File: src/rtl/alu_op_sequencer_pkg.sv
// Shared definitions for the ALU operation sequencer: opcodes, FSM states,
// wait-counter width and opcode classification helpers.
package alu_seq_pkg;

    localparam int CNT_W = 4;

    localparam logic [4:0] OP_ADD = 5'b00011;
    localparam logic [4:0] OP_SUB = 5'b00100;
    localparam logic [4:0] OP_SHR = 5'b00101;
    localparam logic [4:0] OP_SHL = 5'b00110;
    localparam logic [4:0] OP_ROR = 5'b00111;
    localparam logic [4:0] OP_ROL = 5'b01000;
    localparam logic [4:0] OP_AND = 5'b01001;
    localparam logic [4:0] OP_OR  = 5'b01010;
    localparam logic [4:0] OP_MUL = 5'b01110;
    localparam logic [4:0] OP_DIV = 5'b01111;
    localparam logic [4:0] OP_NEG = 5'b10000;
    localparam logic [4:0] OP_NOT = 5'b10001;

    typedef enum logic [2:0] {
        S_IDLE     = 3'd0,
        S_LOAD     = 3'd1,
        S_EXEC     = 3'd2,
        S_CAPTURE  = 3'd3,
        S_WRITE_LO = 3'd4,
        S_WRITE_HI = 3'd5,
        S_DONE     = 3'd6
    } state_e;

    function automatic logic op_is_legal(input logic [4:0] op);
        case (op)
            OP_ADD, OP_SUB, OP_SHR, OP_SHL, OP_ROR, OP_ROL,
            OP_AND, OP_OR, OP_MUL, OP_DIV, OP_NEG, OP_NOT: op_is_legal = 1'b1;
            default:                                       op_is_legal = 1'b0;
        endcase
    endfunction

    function automatic logic op_is_muldiv(input logic [4:0] op);
        case (op)
            OP_MUL, OP_DIV: op_is_muldiv = 1'b1;
            default:        op_is_muldiv = 1'b0;
        endcase
    endfunction

endpackage

File: src/rtl/alu_op_sequencer_if.sv
// Request/operand/result bundle between a requester, the sequencer and the ALU.
interface alu_op_sequencer_if;
    logic        start;
    logic [4:0]  opcode_in;
    logic [31:0] ra_in;
    logic [31:0] rb_in;
    logic [31:0] alu_zhi;
    logic [31:0] alu_zlo;
    logic [4:0]  alu_opcode;
    logic [31:0] alu_ra;
    logic [31:0] alu_rb;
    logic [31:0] z_hi;
    logic [31:0] z_lo;
    logic        lo_wr;
    logic        hi_wr;
    logic        busy;
    logic        done;
    logic        illegal;

    modport slave (
        input  start, opcode_in, ra_in, rb_in, alu_zhi, alu_zlo,
        output alu_opcode, alu_ra, alu_rb, z_hi, z_lo, lo_wr, hi_wr, busy, done, illegal
    );

    modport master (
        output start, opcode_in, ra_in, rb_in, alu_zhi, alu_zlo,
        input  alu_opcode, alu_ra, alu_rb, z_hi, z_lo, lo_wr, hi_wr, busy, done, illegal
    );
endinterface

File: src/rtl/alu_op_sequencer_wait_counter.sv
// Loadable down-counter timing the EXEC phase; terminal flags the last cycle.
module alu_wait_counter
    import alu_seq_pkg::*;
(
    input  logic             clock,
    input  logic             clear,
    input  logic             load,
    input  logic [CNT_W-1:0] load_val,
    input  logic             dec,
    output logic             terminal
);

    logic [CNT_W-1:0] count_q;
    logic [CNT_W-1:0] count_d;

    // Next count: load wins over decrement; never wraps below zero.
    always_comb begin
        count_d = count_q;
        if (load) begin
            count_d = load_val;
        end else if (dec && (count_q != {CNT_W{1'b0}})) begin
            count_d = count_q - {{(CNT_W-1){1'b0}}, 1'b1};
        end else begin
            count_d = count_q;
        end
    end

    // Count register.
    always_ff @(posedge clock or negedge clear) begin
        if (!clear) begin
            count_q <= {CNT_W{1'b0}};
        end else begin
            count_q <= count_d;
        end
    end

    assign terminal = (count_q == {{(CNT_W-1){1'b0}}, 1'b1});

endmodule

File: src/rtl/alu_op_sequencer.sv
// Sequences one ALU operation: latch operands, wait W cycles, capture the
// result and emit single-cycle LO/HI write strobes and a done pulse.
module alu_op_sequencer
    import alu_seq_pkg::*;
#(
    parameter int MULDIV_CYCLES = 4,
    parameter int SIMPLE_CYCLES = 1
) (
    input  logic               clock,
    input  logic               clear,
    alu_op_sequencer_if.slave  bus
);

    state_e      state_q, state_d;
    logic [4:0]  alu_opcode_q, alu_opcode_d;
    logic [31:0] alu_ra_q, alu_ra_d;
    logic [31:0] alu_rb_q, alu_rb_d;
    logic [31:0] z_hi_q, z_hi_d;
    logic [31:0] z_lo_q, z_lo_d;
    logic        lo_wr_q, lo_wr_d;
    logic        hi_wr_q, hi_wr_d;
    logic        busy_q, busy_d;
    logic        done_q, done_d;
    logic        illegal_q, illegal_d;
    logic        ill_pend_q, ill_pend_d;

    logic             cnt_load_s;
    logic             cnt_dec_s;
    logic             cnt_term_s;
    logic             op_legal_s;
    logic             op_muldiv_s;
    logic [CNT_W-1:0] cnt_val_s;

    assign op_legal_s  = op_is_legal(alu_opcode_q);
    assign op_muldiv_s = op_is_muldiv(alu_opcode_q);
    assign cnt_val_s   = op_muldiv_s ? CNT_W'(MULDIV_CYCLES) : CNT_W'(SIMPLE_CYCLES);

    alu_wait_counter u_wait (
        .clock    (clock),
        .clear    (clear),
        .load     (cnt_load_s),
        .load_val (cnt_val_s),
        .dec      (cnt_dec_s),
        .terminal (cnt_term_s)
    );

    // Next-state and registered-output logic; strobes are computed from the
    // state being entered so they are flop outputs in that state.
    always_comb begin
        state_d      = state_q;
        alu_opcode_d = alu_opcode_q;
        alu_ra_d     = alu_ra_q;
        alu_rb_d     = alu_rb_q;
        z_hi_d       = z_hi_q;
        z_lo_d       = z_lo_q;
        illegal_d    = illegal_q;
        ill_pend_d   = ill_pend_q;
        lo_wr_d      = 1'b0;
        hi_wr_d      = 1'b0;
        done_d       = 1'b0;
        cnt_load_s   = 1'b0;
        cnt_dec_s    = 1'b0;
        case (state_q)
            S_IDLE: begin
                if (bus.start) begin
                    alu_opcode_d = bus.opcode_in;
                    alu_ra_d     = bus.ra_in;
                    alu_rb_d     = bus.rb_in;
                    illegal_d    = 1'b0;
                    state_d      = S_LOAD;
                end else begin
                    state_d = S_IDLE;
                end
            end
            S_LOAD: begin
                // Illegal ops dwell one extra cycle here so done lands two
                // edges after the accepting edge.
                if (op_legal_s) begin
                    cnt_load_s = 1'b1;
                    state_d    = S_EXEC;
                end else if (!ill_pend_q) begin
                    ill_pend_d = 1'b1;
                end else begin
                    ill_pend_d = 1'b0;
                    illegal_d  = 1'b1;
                    done_d     = 1'b1;
                    state_d    = S_DONE;
                end
            end
            S_EXEC: begin
                cnt_dec_s = 1'b1;
                if (cnt_term_s) begin
                    state_d = S_CAPTURE;
                end else begin
                    state_d = S_EXEC;
                end
            end
            S_CAPTURE: begin
                z_lo_d  = bus.alu_zlo;
                z_hi_d  = op_muldiv_s ? bus.alu_zhi : 32'h0000_0000;
                lo_wr_d = 1'b1;
                state_d = S_WRITE_LO;
            end
            S_WRITE_LO: begin
                if (op_muldiv_s) begin
                    hi_wr_d = 1'b1;
                    state_d = S_WRITE_HI;
                end else begin
                    done_d  = 1'b1;
                    state_d = S_DONE;
                end
            end
            S_WRITE_HI: begin
                done_d  = 1'b1;
                state_d = S_DONE;
            end
            S_DONE: begin
                state_d = S_IDLE;
            end
            default: begin
                state_d = S_IDLE;
            end
        endcase
        busy_d = (state_d != S_IDLE);
    end

    // State and output registers.
    always_ff @(posedge clock or negedge clear) begin
        if (!clear) begin
            state_q      <= S_IDLE;
            alu_opcode_q <= 5'b00000;
            alu_ra_q     <= 32'h0000_0000;
            alu_rb_q     <= 32'h0000_0000;
            z_hi_q       <= 32'h0000_0000;
            z_lo_q       <= 32'h0000_0000;
            lo_wr_q      <= 1'b0;
            hi_wr_q      <= 1'b0;
            busy_q       <= 1'b0;
            done_q       <= 1'b0;
            illegal_q    <= 1'b0;
            ill_pend_q   <= 1'b0;
        end else begin
            state_q      <= state_d;
            alu_opcode_q <= alu_opcode_d;
            alu_ra_q     <= alu_ra_d;
            alu_rb_q     <= alu_rb_d;
            z_hi_q       <= z_hi_d;
            z_lo_q       <= z_lo_d;
            lo_wr_q      <= lo_wr_d;
            hi_wr_q      <= hi_wr_d;
            busy_q       <= busy_d;
            done_q       <= done_d;
            illegal_q    <= illegal_d;
            ill_pend_q   <= ill_pend_d;
        end
    end

    assign bus.alu_opcode = alu_opcode_q;
    assign bus.alu_ra     = alu_ra_q;
    assign bus.alu_rb     = alu_rb_q;
    assign bus.z_hi       = z_hi_q;
    assign bus.z_lo       = z_lo_q;
    assign bus.lo_wr      = lo_wr_q;
    assign bus.hi_wr      = hi_wr_q;
    assign bus.busy       = busy_q;
    assign bus.done       = done_q;
    assign bus.illegal    = illegal_q;

endmodule

File: src/flat_wrapper.sv
// flat-port wrapper written by rule: the top's interface ports become plain ports
module alu_op_sequencer_flat import alu_seq_pkg::*;
#(
    parameter int MULDIV_CYCLES = 4,
    parameter int SIMPLE_CYCLES = 1
)
  (clock, clear, bus_start, bus_opcode_in, bus_ra_in, bus_rb_in, bus_alu_zhi, bus_alu_zlo, bus_alu_opcode, bus_alu_ra, bus_alu_rb, bus_z_hi, bus_z_lo, bus_lo_wr, bus_hi_wr, bus_busy, bus_done, bus_illegal);
  alu_op_sequencer_if bus_i ();
  input  logic clock;
  input  logic clear;
  input wire logic [$bits(bus_i.start)-1:0] bus_start;
  input wire logic [$bits(bus_i.opcode_in)-1:0] bus_opcode_in;
  input wire logic [$bits(bus_i.ra_in)-1:0] bus_ra_in;
  input wire logic [$bits(bus_i.rb_in)-1:0] bus_rb_in;
  input wire logic [$bits(bus_i.alu_zhi)-1:0] bus_alu_zhi;
  input wire logic [$bits(bus_i.alu_zlo)-1:0] bus_alu_zlo;
  output wire logic [$bits(bus_i.alu_opcode)-1:0] bus_alu_opcode;
  output wire logic [$bits(bus_i.alu_ra)-1:0] bus_alu_ra;
  output wire logic [$bits(bus_i.alu_rb)-1:0] bus_alu_rb;
  output wire logic [$bits(bus_i.z_hi)-1:0] bus_z_hi;
  output wire logic [$bits(bus_i.z_lo)-1:0] bus_z_lo;
  output wire logic [$bits(bus_i.lo_wr)-1:0] bus_lo_wr;
  output wire logic [$bits(bus_i.hi_wr)-1:0] bus_hi_wr;
  output wire logic [$bits(bus_i.busy)-1:0] bus_busy;
  output wire logic [$bits(bus_i.done)-1:0] bus_done;
  output wire logic [$bits(bus_i.illegal)-1:0] bus_illegal;
  assign bus_i.start = bus_start;
  assign bus_i.opcode_in = bus_opcode_in;
  assign bus_i.ra_in = bus_ra_in;
  assign bus_i.rb_in = bus_rb_in;
  assign bus_i.alu_zhi = bus_alu_zhi;
  assign bus_i.alu_zlo = bus_alu_zlo;
  assign bus_alu_opcode = bus_i.alu_opcode;
  assign bus_alu_ra = bus_i.alu_ra;
  assign bus_alu_rb = bus_i.alu_rb;
  assign bus_z_hi = bus_i.z_hi;
  assign bus_z_lo = bus_i.z_lo;
  assign bus_lo_wr = bus_i.lo_wr;
  assign bus_hi_wr = bus_i.hi_wr;
  assign bus_busy = bus_i.busy;
  assign bus_done = bus_i.done;
  assign bus_illegal = bus_i.illegal;
  alu_op_sequencer #(.MULDIV_CYCLES(MULDIV_CYCLES), .SIMPLE_CYCLES(SIMPLE_CYCLES)) u_core (.clock(clock), .clear(clear), .bus(bus_i));
endmodule
File: config.mk
export PLATFORM = sky130hd
export DESIGN_NAME = alu_op_sequencer_flat
export DESIGN_NICKNAME = d
export VERILOG_FILES = /design/src/rtl/alu_op_sequencer_pkg.sv /design/src/rtl/alu_op_sequencer_if.sv /design/src/rtl/alu_op_sequencer_wait_counter.sv /design/src/rtl/alu_op_sequencer.sv /design/src/flat_wrapper.sv
export SDC_FILE = /design/constraint.sdc
export NUM_CORES = 1
export LEC_CHECK = 0
export ABC_AREA = 1
export CORE_MARGIN = 2
export CORE_UTILIZATION = 44
export DETAILED_ROUTE_END_ITERATION = 16
export PLACE_DENSITY = 0.86
export SYNTH_ARGS = -nofsm -noshare
export SYNTH_HDL_FRONTEND = slang
export SYNTH_SLANG_ARGS = --single-unit
File: constraint.sdc
create_clock -name clock -period 3.42 [get_ports clock]
set_clock_uncertainty 0.05 [all_clocks]
set_input_delay 0.855 -clock clock [delete_from_list [all_inputs] [get_ports clock]]
set_output_delay 0.855 -clock clock [all_outputs]
set_load 0.02 [all_outputs]
==> results.txt, run 1 <==
The depth of the critical timing path with buffers and inverters included works out to 1. The quantity of I/O buffers inserted on ports was 273; the post-detailed-placement half-perimeter wirelength was 12000 um. By startpoint and endpoint, the worst setup path is classified as flop to output port.

The data arrival time of the critical path was 1.55 ns; the number of nets at the end of the flow was 1063. The mapped netlist covers 5730 um^2. The tools report the count of cells resized by post-cts repair as 0. For this design, the sink count on the clock tree is 146. In this run the critical register-to-register path is captured at u_core.bus.busy. The run finished with clean final reports.

For the global placer's final weighted congestion, the log shows 0.798. Among all stages on the critical path, the largest delay is contributed by sky130_fd_sc_hd__clkdlybuf4s50_1. Counting the fill cells in the layout gives 911. The worst-case IR drop observed on VDD is 0.000596 V.

274 I/O pins were placed. At the pin with the least slew margin, the transition time is 1.08 ns. The yosys synthesis warning count is 0, and the area added between synthesis and finish is 60.8%. The final-report setup violation count is 0, and the share of cells above drive strength 1 is 5.33%.

The H-tree was split into 4 levels. Walking the worst path, the cells encountered are clkdlybuf4s50_1. Sum of negative setup slack: 0 ns. The number of instances in the synthesized netlist is 658. The total leakage power was 0.00460 uW. Count of TritonRoute iterations in the first routing pass: 4. In this run the worst hold path is classified as input port to async pin. Clock latency on the worst-skew pair, taken at its later pin, is 0.41 ns. The worst setup path is captured at an output port. Measured along the y axis, the die boundary spans 118 um.

Across all layers, the routed design uses 5258 vias. For the sequential cell area fraction in the yosys report, the log shows 63.7%. The number of nets in the synthesized netlist is 796. The startpoint identified for the worst register-to-register timing path is u_core.bus.alu_opcode[1]. After detailed placement, the total cell area comes to 8590 um^2. The total buffers and inverters traversed by the critical path came out at 1. The hold violation count in the final report was 0. Global router's overall resource usage: 25.4%.

Entering global routing, the biggest net connects 68 pins. The run gives 45.3% as the starting utilization of the core area. The first global-routing pass estimated 27700 um of wire. For the count of pins over their slew limit, the log shows 0. The biggest fanout along the worst timing path is 5, and the areal power density over the cells is 1010 nW/um^2. The tools report the buffers inserted during post-CTS setup optimization as 0.

The number of diodes added for antenna fixing is 0, and the total length of routed wires is 16900 um. Following the worst setup path forward leads to its endpoint at bus_alu_opcode[1]. The floorplan step defined a die boundary enclosing 14000 um^2. The run gives 0 as the number of DRC violations after detailed routing. In this run the worst setup path begins at u_core.bus.alu_opcode[1].

The synthesis-stage register bit count came out at 146. The average instance area after synthesis is 8.71 um^2. The upper clock frequency limit came out at 0.408 GHz. Setup repair after global routing left no endpoint under its margin. Broken down by cell family, the worst path's largest delay share belongs to buffers and inverters.

After the first detailed-routing iteration, the DRC count stood at 376. STA classifies the critical path startpoint as a flop. The number of cells traversed by the worst register-to-register path was 7. Number of global-route vias before repair: 5437. The tool flagged a number of max-cap violations equal to 0. The die width works out to 118 um. TritonCTS built the clock tree. The final antenna-violating net count was 0; the number of buffers added to fix hold violations after cts was 0.

Dividing the final minimum period by the clock period gives 71.7%. After global routing the overflow that remains totals 0. The smallest clock period supported by the final layout is computed as 2.45 ns.

The placeable core area came out at 12700 um^2. Clock tree synthesis inserted a total of 17 buffers. After clock tree synthesis, the clock-pin slew on the worst setup and hold paths is 0.06 ns. The run gives 0 as the initial antenna violation count.

The average detailed-routed wire length per instance works out to 15.3 um. In this run the deepest clock path goes through 2 buffers. The number of different library cells used by synthesis comes to 21. The via count normalized by instance count is 4.74, and the delay of the slowest cell on the worst path is 0.66 ns. The tools report the standard-cell row count as 41.

The worst pin sits at a relative slew slack of 28.3%. The root buffer selected by CTS was sky130_fd_sc_hd__clkbuf_16. STA puts the critical path data required time at 2.51 ns.

Once layout is done, the placed cells without fillers occupy 9220 um^2. The minimum setup slack among reg-to-reg paths was 1.47 ns.
metal layers:
layer	global-route usage (%)	part of all wire [%]	up-vias
met3	9.46	9.9	30
met1	30.4	40	2446
met2	41.5	48	246
met4	10.2	2.6	0
li1	-	-	2536
met5	0	0	-
synth_stat cells, drive strengths merged:
cell	n	area (um^2)
a21oi	3	18.8
buf	26	140
clkbuf	5	18.8
clkinv	1	3.75
dfrtp	146	3650
ha	2	25.0
inv	18	67.6
nand2	397	1500
nand3	43	220
nor2	11	51.3
o21ai	4	20.0
xnor2	1	8.76
xor2	1	8.76
kinds of logic after synthesis:
| kind of cell | after synthesis | synth area share (%) |
|---|---|---|
| compound gates | 7 | 0.676 |
| xor+xnor | 2 | 0.306 |
| simple gates | 451 | 30.9 |
| flops | 146 | 63.7 |
| buf+inv | 50 | 4.01 |
| fa+ha+maj | 2 | 0.436 |
sequential cells by signal, indices dropped and copies added, names as in the netlist, 3 cells and up:
| name | count |
|---|---|
| u_core.u_wait.count_q | 4 |
| u_core.bus.z_lo | 32 |
| u_core.bus.z_hi | 32 |
| u_core.state_q | 3 |
| u_core.bus.alu_opcode | 5 |
| u_core.bus.alu_rb | 32 |
| u_core.bus.alu_ra | 32 |
final cells by class:
cell class,count,area (um^2),share of cell area (%)
Tap cell,172,215,2.33
Multi-Input combinational cell,462,1860,20.1
Clock inverter,8,123,1.33
Clock buffer,24,512,5.55
Timing Repair Buffer,279,2790,30.3
Inverter,19,71.3,0.773
Sequential cell,146,3650,39.6
stage by stage:
step | setup slack, ns | hold WS, ns | utilization [%] | std cells | total power (uW)
finish | 0.969 | 0.364 | 72.8 | 1110 | 9330
global route | 0.907 | 0.395 | 72.8 | 1110 | 9940
CTS | 0.946 | 0.376 | 72.8 | 1110 | 9420
detailed placement | 0.909 | 0.414 | 67.8 | 1078 | 7420
global placement | 0.952 | 0.410 | 67.8 | 1078 | 7300
floorplan | 1.86 | 0.413 | - | 658 | 5220
power breakdown:
| part | internal, uW | switching (uW) |
|---|---|---|
| registers | 2560 | 485 |
| clock network | 1260 | 675 |
| logic | 1930 | 2420 |
cells in the final DEF (no fill, tap or decap):
cell                              count
sky130_fd_sc_hd__clkbuf_1             1
sky130_fd_sc_hd__nand3_1             41
sky130_fd_sc_hd__bufinv_16            3
sky130_fd_sc_hd__clkinv_1             1
sky130_fd_sc_hd__nor2_1               9
sky130_fd_sc_hd__xnor2_1              1
sky130_fd_sc_hd__clkdlybuf4s50_1    272
sky130_fd_sc_hd__nand2_1            394
sky130_fd_sc_hd__inv_1               14
sky130_fd_sc_hd__nand3_2              2
sky130_fd_sc_hd__clkbuf_16           17
sky130_fd_sc_hd__buf_6                1
sky130_fd_sc_hd__inv_2                4
sky130_fd_sc_hd__clkinv_2             2
sky130_fd_sc_hd__a21oi_1              2
sky130_fd_sc_hd__nand2_2              3
sky130_fd_sc_hd__nor2_2               1
sky130_fd_sc_hd__o21ai_0              2
sky130_fd_sc_hd__nor2_4               1
sky130_fd_sc_hd__ha_1                 2
sky130_fd_sc_hd__buf_4                5
sky130_fd_sc_hd__buf_12               1
sky130_fd_sc_hd__xor2_1               1
sky130_fd_sc_hd__a21oi_2              1
sky130_fd_sc_hd__clkinvlp_4           3
sky130_fd_sc_hd__dfrtp_1            146
sky130_fd_sc_hd__o21ai_1              2
sky130_fd_sc_hd__clkbuf_8             6
how the worst min path moves through the flow:
stage / end / slack, ns / depth (start not counted)
finish: u_core.bus.z_lo[9] / 0.36 / 1
global route: u_core.bus.z_lo[8] / 0.39 / 1
CTS: u_core.bus.z_lo[17] / 0.38 / 1
detailed placement: u_core.bus.alu_rb[15] / 0.41 / 2
global placement: u_core.bus.z_lo[15] / 0.41 / 2
floorplan: u_core.ill_pend_q / 0.41 / 2
Note: power is estimated with default switching activity, not from simulation.
==> inputs of run 2 (changes only) <==
Settings changed: CORE_UTILIZATION 44 to 41, PLACE_DENSITY 0.86 to 0.81.
Clock period 3.42 ns to 2.5 ns, I/O delays scaled along.
==> run 2 against run 1 <==
  * Via count shrank 1.2%
  * Die area up 7.1%
  * Routed wire length fell by 3.5%
  * Cell count up 1.1%
  * Critical endpoint is now bus_alu_opcode[3]
  * Flip-flop and latch count unchanged
  * Setup slack got worse by 0.64 ns
  * Critical path type unchanged
  * Global-route usage fell by 3.2 points
  * Hold slack worse by 0.27 ns
  * Sequential share of layout area down 0.35 points
  * Highest routed layer unchanged
  * Critical path depth is the same
==> results.txt, run 2 (synthesis results as in run 1) <==
The total non-filler cell area in the finished layout came out at 9300 um^2 (+0.88%). Actual slew at the worst max-slew pin: 0.673 ns (-0.403 ns). The worst setup path is captured at an output port. The via count normalized by instance count is 4.63 (-2.2%), and the final critical delay including setup and external delays is 2.17 ns. Area used by multi-input combinational logic: 1860 um^2 (unchanged). The tools report the data required time of the worst path as 1.82 ns (-0.69 ns). Broken down by cell family, the worst path's largest delay share belongs to buffers and inverters. For the data arrival time of the critical path, the log shows 1.49 ns (-0.06 ns). The delay of the slowest cell on the worst path was 0.65 ns (about the same); the number of diodes added for antenna fixing was 0 (unchanged). The logs give 22.2% (-3.2 points) for the global router's overall resource usage and 14900 um^2 (+7.1%) for the die area. For the final worst hold slack, the log shows 0.0890 ns (-0.275 ns). The number of DRC violations after detailed-routing iteration 0 was 322 (-14%). The height of the die is 122 um (+3.5%), and the clock slew seen by the registers of the worst setup and hold paths is 0.06 ns (about the same). The post-detailed-placement half-perimeter wirelength is 11600 um (-4.0%). The number of global-route vias before repair was 4984 (-8.3%). The type of the tightest min-delay check is input port to async pin. The commonest non-fill, non-tap cell in the layout is sky130_fd_sc_hd__nand2_1. The final setup slack of the worst path is 0.333 ns (-0.636 ns). The tools report the pre-CTS setup slack as 0.520 ns (-0.390 ns). The root buffer selected by CTS is sky130_fd_sc_hd__clkbuf_16. The average detailed-routed wire length per instance is 14.6 um (-4.5%), and the quantity of I/O buffers inserted on ports is 273 (unchanged). The run gives 146 (unchanged) as the sink count of the clock tree. The total length of routed wires was 16400 um (-3.5%). Traced cell by cell, the critical path runs through clkdlybuf4s50_1. The startpoint identified for the worst register-to-register timing path is u_core.state_q[0].

The tools report the final antenna-violating net count as 0 (unchanged). The total buffers and inverters traversed by the critical path came out at 1 (unchanged). The flow ran to the end, and the final reports show no timing, DRC or antenna violations. The die width is 122 um (+3.5%), and the initial antenna violation count is 0 (unchanged).

The clock latency on the worst-skew pair was 0.41 ns (about the same). The library cells used most frequently in the layout, excluding fill and tap cells, are sky130_fd_sc_hd__nand2_1 (394), sky130_fd_sc_hd__clkdlybuf4s50_1 (272), sky130_fd_sc_hd__dfrtp_1 (146), sky130_fd_sc_hd__nand3_1 (41), sky130_fd_sc_hd__clkbuf_16 (17). TritonCTS built the clock tree.

The logs give 274 (unchanged) for the top-level port count and 3650 um^2 (unchanged) for the sequential cell area. For the count of cells resized by post-cts repair, the log shows 0 (unchanged). The starting utilization of the core area came out at 41.6% (-3.6 points). The tools report the startpoint type of the worst setup path as a flop. The max-cap check violation count was 0 (unchanged).

Placeable core area: 13800 um^2 (+8.7%). The number of cells traversed by the worst register-to-register path is 5 (-2), and the pin count of the biggest net entering global routing is 66 (-2.9%). The run gives 8650 um^2 (+0.76%) as the total placed instance area. For this design, the slowest cell found on the critical path is sky130_fd_sc_hd__clkdlybuf4s50_1. Setup repair after global routing left no endpoint under its margin.

The run gives 25300 um (-8.4%) as the global-route wire length before repair. Buffer depth of the longest clock path: 2 (unchanged). The run gives 0 (unchanged) as the number of buffers added to fix hold violations after cts. The critical path in this run is classified as flop to output port. Timing would allow up to 0.461 GHz. The sum of negative setup slack was 0 ns (unchanged); the total via count in the routed design was 5197 (-1.2%). From synthesis to final layout, the design area changed by 62.2%.

The minimum setup slack among reg-to-reg paths was 0.84 ns (-0.63 ns). Standard-cell row count: 43 (+4.9%). The share of cells above drive strength 1 works out to 5.84% (+0.51 points). Areal power density over the cells: 1380 nW/um^2 (+36%). The headroom to the max-slew limit was 55.1% (+27 points). For the number of DRC violations after detailed routing, the log shows 0 (unchanged). The final core utilization was 67.5% (-5.2 points); the count of pins over their slew limit was 0 (unchanged). Total leakage power: 0.00464 uW (+0.89%). The worst register-to-register path ends at u_core.bus.busy. The hold violation count in the final report was 0 (unchanged). The layout filler cell count was 1082 (+19%). Global placer's final weighted congestion: 0.809 (+1.4%). The largest vdd supply drop was 0.000746 V (+25%); the H-tree depth was 4 (unchanged). The logs give 0 (unchanged) for the total overflow reported by the global router and 0 (unchanged) for the final-report setup violation count. The buffers inserted during post-CTS setup optimization was 0 (unchanged). The biggest fanout along the worst timing path works out to 6 (+1).

The number of nets at the end of the flow came out at 1067 (+0.38%). The post-route clock period utilization is 86.7%, and the number of buffers added by the clock tree synthesis step is 17 (unchanged). The run gives 4 (unchanged) as the count of TritonRoute iterations in the first routing pass.
[run 2: changes by cell type in the layout (fill, tap and decap cells not counted)]
cell / delta
sky130_fd_sc_hd__buf_4: +2
sky130_fd_sc_hd__clkinv_4: +3
sky130_fd_sc_hd__bufinv_16: +2
sky130_fd_sc_hd__buf_12: +2
sky130_fd_sc_hd__clkbuf_1: -1
sky130_fd_sc_hd__clkbuf_8: -5
sky130_fd_sc_hd__clkinvlp_4: -1
sky130_fd_sc_hd__clkinv_2: +2
[run 2: final cells by class]
cell class                      count  area share [%]
Clock buffer                       18            4.72
Clock inverter                     14            2.27
Inverter                           19           0.767
Multi-Input combinational cell    462            19.9
Sequential cell                   146            39.3
Tap cell                          180            2.42
Timing Repair Buffer              283            30.6
[run 2: metrics by stage]
| stage | instances | power (uW) |
|---|---|---|
| after floorplan | 658 | 7140 |
| after global placement | 1090 | 10000 |
| after detailed placement | 1090 | 10100 |
| after CTS | 1122 | 13000 |
| after global routing | 1122 | 13700 |
| final | 1122 | 12800 |
[run 2: routing by layer]
metal | up-vias | track usage (%) | share of wire (%)
met3 | 22 | 9.99 | 11
met4 | 0 | 8.19 | 2.0
met1 | 2418 | 26.6 | 41
met5 | - | 0 | 0
li1 | 2546 | - | -
met2 | 211 | 35.1 | 46
[run 2: worst max-delay path by stage]
stage	start	endpoint	depth (start not counted)
global route	u_core.bus.alu_opcode[3]	bus_alu_opcode[3]	1
global placement	bus_start	u_core.bus.alu_ra[3]	5
floorplan	u_core.bus.alu_opcode[4]	u_core.bus.busy	8
finish	u_core.bus.alu_opcode[3]	bus_alu_opcode[3]	1
detailed placement	bus_start	u_core.bus.alu_ra[2]	5
CTS	u_core.bus.alu_opcode[3]	bus_alu_opcode[3]	1
[run 2: report_power, final]
group | switching, uW | leakage (uW) | internal [uW]
sequential | 654 | 0.00185 | 3500
clock | 971 | 0.000316 | 1790
combinational | 3250 | 0.00248 | 2670
total | 4880 | 0.00464 | 7970
==> inputs of run 3 (changes only) <==
Settings changed: CORE_ASPECT_RATIO set to 1.75, CORE_UTILIZATION 41 to 42, CTS_BUF_LIST set to sky130_fd_sc_hd__clkbuf_2, PLACE_DENSITY 0.81 to 0.82.
==> run 3 against run 2 <==
  * Design area down 2.9%
  * Via count decreased by 0.13%
  * Total power is 11% lower
  * Flip-flop and latch count unchanged
  * First-iteration DRC count fell by 44%
  * Highest routed layer unchanged
  * Critical path depth did not move
  * Hold slack gained 0.29 ns
  * Core utilization is essentially flat
  * Clock-buffer cell count up 1
  * Global-route usage is 0.40 points lower
  * Combinational power shrank 1%
  * Largest power group unchanged
==> results.txt, run 3 (synthesis results as in run 1) <==
The critical path's slowest cell is sky130_fd_sc_hd__clkdlybuf4s50_1. For the standard-cell row count, the log shows 56 (+30%). The global-route wire length before repair was 25100 um (-1.1%).

TritonCTS built the clock tree. The critical path goes through clkdlybuf4s50_1. The die width was 92.3 um (-24%); the total via count in the routed design was 5190 (-0.13%). The tools report the die area as 14600 um^2 (-2.1%).

The worst setup path is launched from a flop. For the largest vdd supply drop, the log shows 0.000756 V (+1.4%). The element type at the critical path end is an output port. Number of nets at the end of the flow: 1067 (unchanged). Type of the setup path with the least slack: flop to output port. Initial antenna violation count: 1 (+1). Final-report setup violation count: 0 (unchanged). The total buffers and inverters traversed by the critical path was 1 (unchanged). The logs give 38.5% (+3.3 points) for the met2 usage in global routing and 179 (-44%) for the number of DRC violations after detailed-routing iteration 0. The tools report the met3 usage in global routing as 7.24% (-2.7 points). The via count normalized by instance count came out at 4.65 (+0.40%). The logs give 17 (unchanged) for the number of buffers added by the clock tree synthesis step and 1.82 ns (about the same) for the data required time of the worst path. The tools report the total overflow reported by the global router as 0 (unchanged). The met1 capacity usage during global routing came out at 23.8% (-2.9 points). The biggest fanout along the worst timing path was 2 (-4). Setup repair after global routing left no endpoint under its margin. Global placer's final weighted congestion: 0.780 (-3.6%). The delay of the slowest cell on the worst path is 0.63 ns (-0.02 ns). Sum of negative setup slack: 0 ns (unchanged). The tools report the final setup slack of the worst path as 0.133 ns (-0.200 ns). Leaving out fill and tap cells, the most frequent cell in the layout is sky130_fd_sc_hd__nand2_1. The actual slew at the worst max-slew pin came out at 0.659 ns (-0.0137 ns).

For the sink count of the clock tree, the log shows 146 (unchanged). The non-filler instance count after layout is 1116 (-0.53%), and the clock latency on the worst-skew pair is 0.65 ns (+0.24 ns). The buffers inserted during post-CTS setup optimization came out at 0 (unchanged). The starting utilization of the core area is 42.8% (+1.2 points), and the total power after layout is 11500 uW (-11%). The tools report the global router's overall resource usage as 21.8% (-0.40 points). The clock slew seen by the registers of the worst setup and hold paths is 0.22 ns (+0.16 ns), and the post-detailed-placement half-perimeter wirelength is 11400 um (-1.4%). The cell type group with the largest total delay on the critical path was buffers and inverters. The hold violation count in the final report was 0 (unchanged); the H-tree depth was 4 (unchanged). The upper clock frequency limit is 0.422 GHz (-8.4%), and the number of global-route vias before repair is 5297 (+6.3%). The logs give 0 (unchanged) for the final antenna-violating net count and 2 (unchanged) for the buffer depth of the longest clock path.

The run finished with clean final reports. The average detailed-routed wire length per instance works out to 14.2 um (-2.6%). In the layout the commonest cells are sky130_fd_sc_hd__nand2_1 (394), sky130_fd_sc_hd__clkdlybuf4s50_1 (233), sky130_fd_sc_hd__dfrtp_1 (146), sky130_fd_sc_hd__nand3_1 (41), sky130_fd_sc_hd__dlymetal6s2s_1 (36). The pin count of the biggest net entering global routing was 68 (+3.0%); the total placed cells including tap cells was 1083 (-0.64%). The tools report the count of TritonRoute iterations in the first routing pass as 4 (unchanged).

The layout filler cell count was 1053 (-2.7%). For the max-cap check violation count, the log shows 0 (unchanged). The area growth from synthesis to layout is 57.6%.

The min-delay analysis places its worst path in the category input port to async pin. The logs give 56.0% (+0.92 points) for the headroom to the max-slew limit and 0 (unchanged) for the number of DRC violations after detailed routing. The post-route clock period utilization is 94.7% (+8.0 points), and the quantity of I/O buffers inserted on ports is 273 (unchanged).

The total leakage power is 0.00497 uW (+7.1%), and the final critical delay including setup and external delays is 2.37 ns (+0.200 ns). For the placeable core area, the log shows 13400 um^2 (-2.8%). The areal power density over the cells works out to 1270 nW/um^2 (-8.1%). The tree is rooted in a sky130_fd_sc_hd__clkbuf_2. The tools report the pre-CTS setup slack as 0.477 ns (-0.0430 ns). The data arrival time of the critical path is 1.69 ns (+0.20 ns), and the top-level port count is 274 (unchanged). The count of pins over their slew limit was 0 (unchanged).

The total length of routed wires was 15800 um (-3.2%). Layer with the highest usage: met2. The share of cells above drive strength 1 was 5.53% (-0.31 points); the height of the die was 159 um (+30%).
## run 3: cell count changes in the layout (fill, tap and decap cells not counted), moves of 2 or more
cell / change
sky130_fd_sc_hd__buf_4: -3
sky130_fd_sc_hd__inv_6: +3
sky130_fd_sc_hd__dlygate4sd2_1: +3
sky130_fd_sc_hd__clkinv_2: -4
sky130_fd_sc_hd__buf_12: +2
sky130_fd_sc_hd__clkbuf_16: -17
sky130_fd_sc_hd__clkbuf_2: +19
sky130_fd_sc_hd__dlymetal6s2s_1: +36
sky130_fd_sc_hd__clkinv_4: -2
sky130_fd_sc_hd__clkdlybuf4s50_1: -39
## run 3: where the power goes
group	switching, uW	internal (uW)	leakage, uW
Sequential	622	3470	0.00185
Combinational	3240	2620	0.00297
Clock	847	667	0.000155
## run 3: repair_timing
action	CTS	global route
hold buffers	1	0
cloned	0	0
endpoints found under the hold margin	44	0
setup endpoints to repair	3	36
pin swaps	0	0
gates resized for setup	3	36
## run 3: layout make-up
cell class                      instances  area (um^2)  area share, %
Inverter                               19         71.3          0.789
Clock buffer                           19         95.1           1.05
Multi-Input combinational cell        462         1860           20.5
Clock inverter                         12          181           2.01
Timing Repair Buffer                  283         2960           32.8
Sequential cell                       146         3650           40.4
Antenna cell                            1         2.50         0.0277
Tap cell                              174          218           2.41
## run 3: worst paths after layout
check / from / endpoint / slack, ns / depth (start not counted)
setup / recovery: u_core.bus.alu_rb[25] / bus_alu_rb[25] / 0.13 / 1
hold / removal: clear / u_core.bus.z_hi[19] / 0.38 / 2
setup reg to reg: u_core.state_q[1] / u_core.bus.busy / 0.87 / 5
hold reg to reg: u_core.bus.alu_ra[5] / u_core.bus.alu_ra[5] / 0.45 / 2
max in group asynchronous: clear / u_core.bus.alu_rb[22] / 1.38 / 3
min in group clock: bus_ra_in[14] / u_core.bus.alu_ra[14] / 0.41 / 3
## run 3: metal layers
metal	vias up	share of wire, %
li1	2546	-
met1	2393	38
met3	25	8.7
met4	0	2.4
met2	226	51
met5	-	0
## run 3: stage by stage
stage,utilization (%),hold slack [ns],instance area [um^2]
3_5_place_dp,64.7,0.414,8660
6_report,67.5,0.379,9040
2_1_floorplan,-,0.279,5730
4_1_cts,66.8,0.303,8940
3_3_place_gp,64.7,0.410,8660
5_1_grt,67.5,0.288,9040
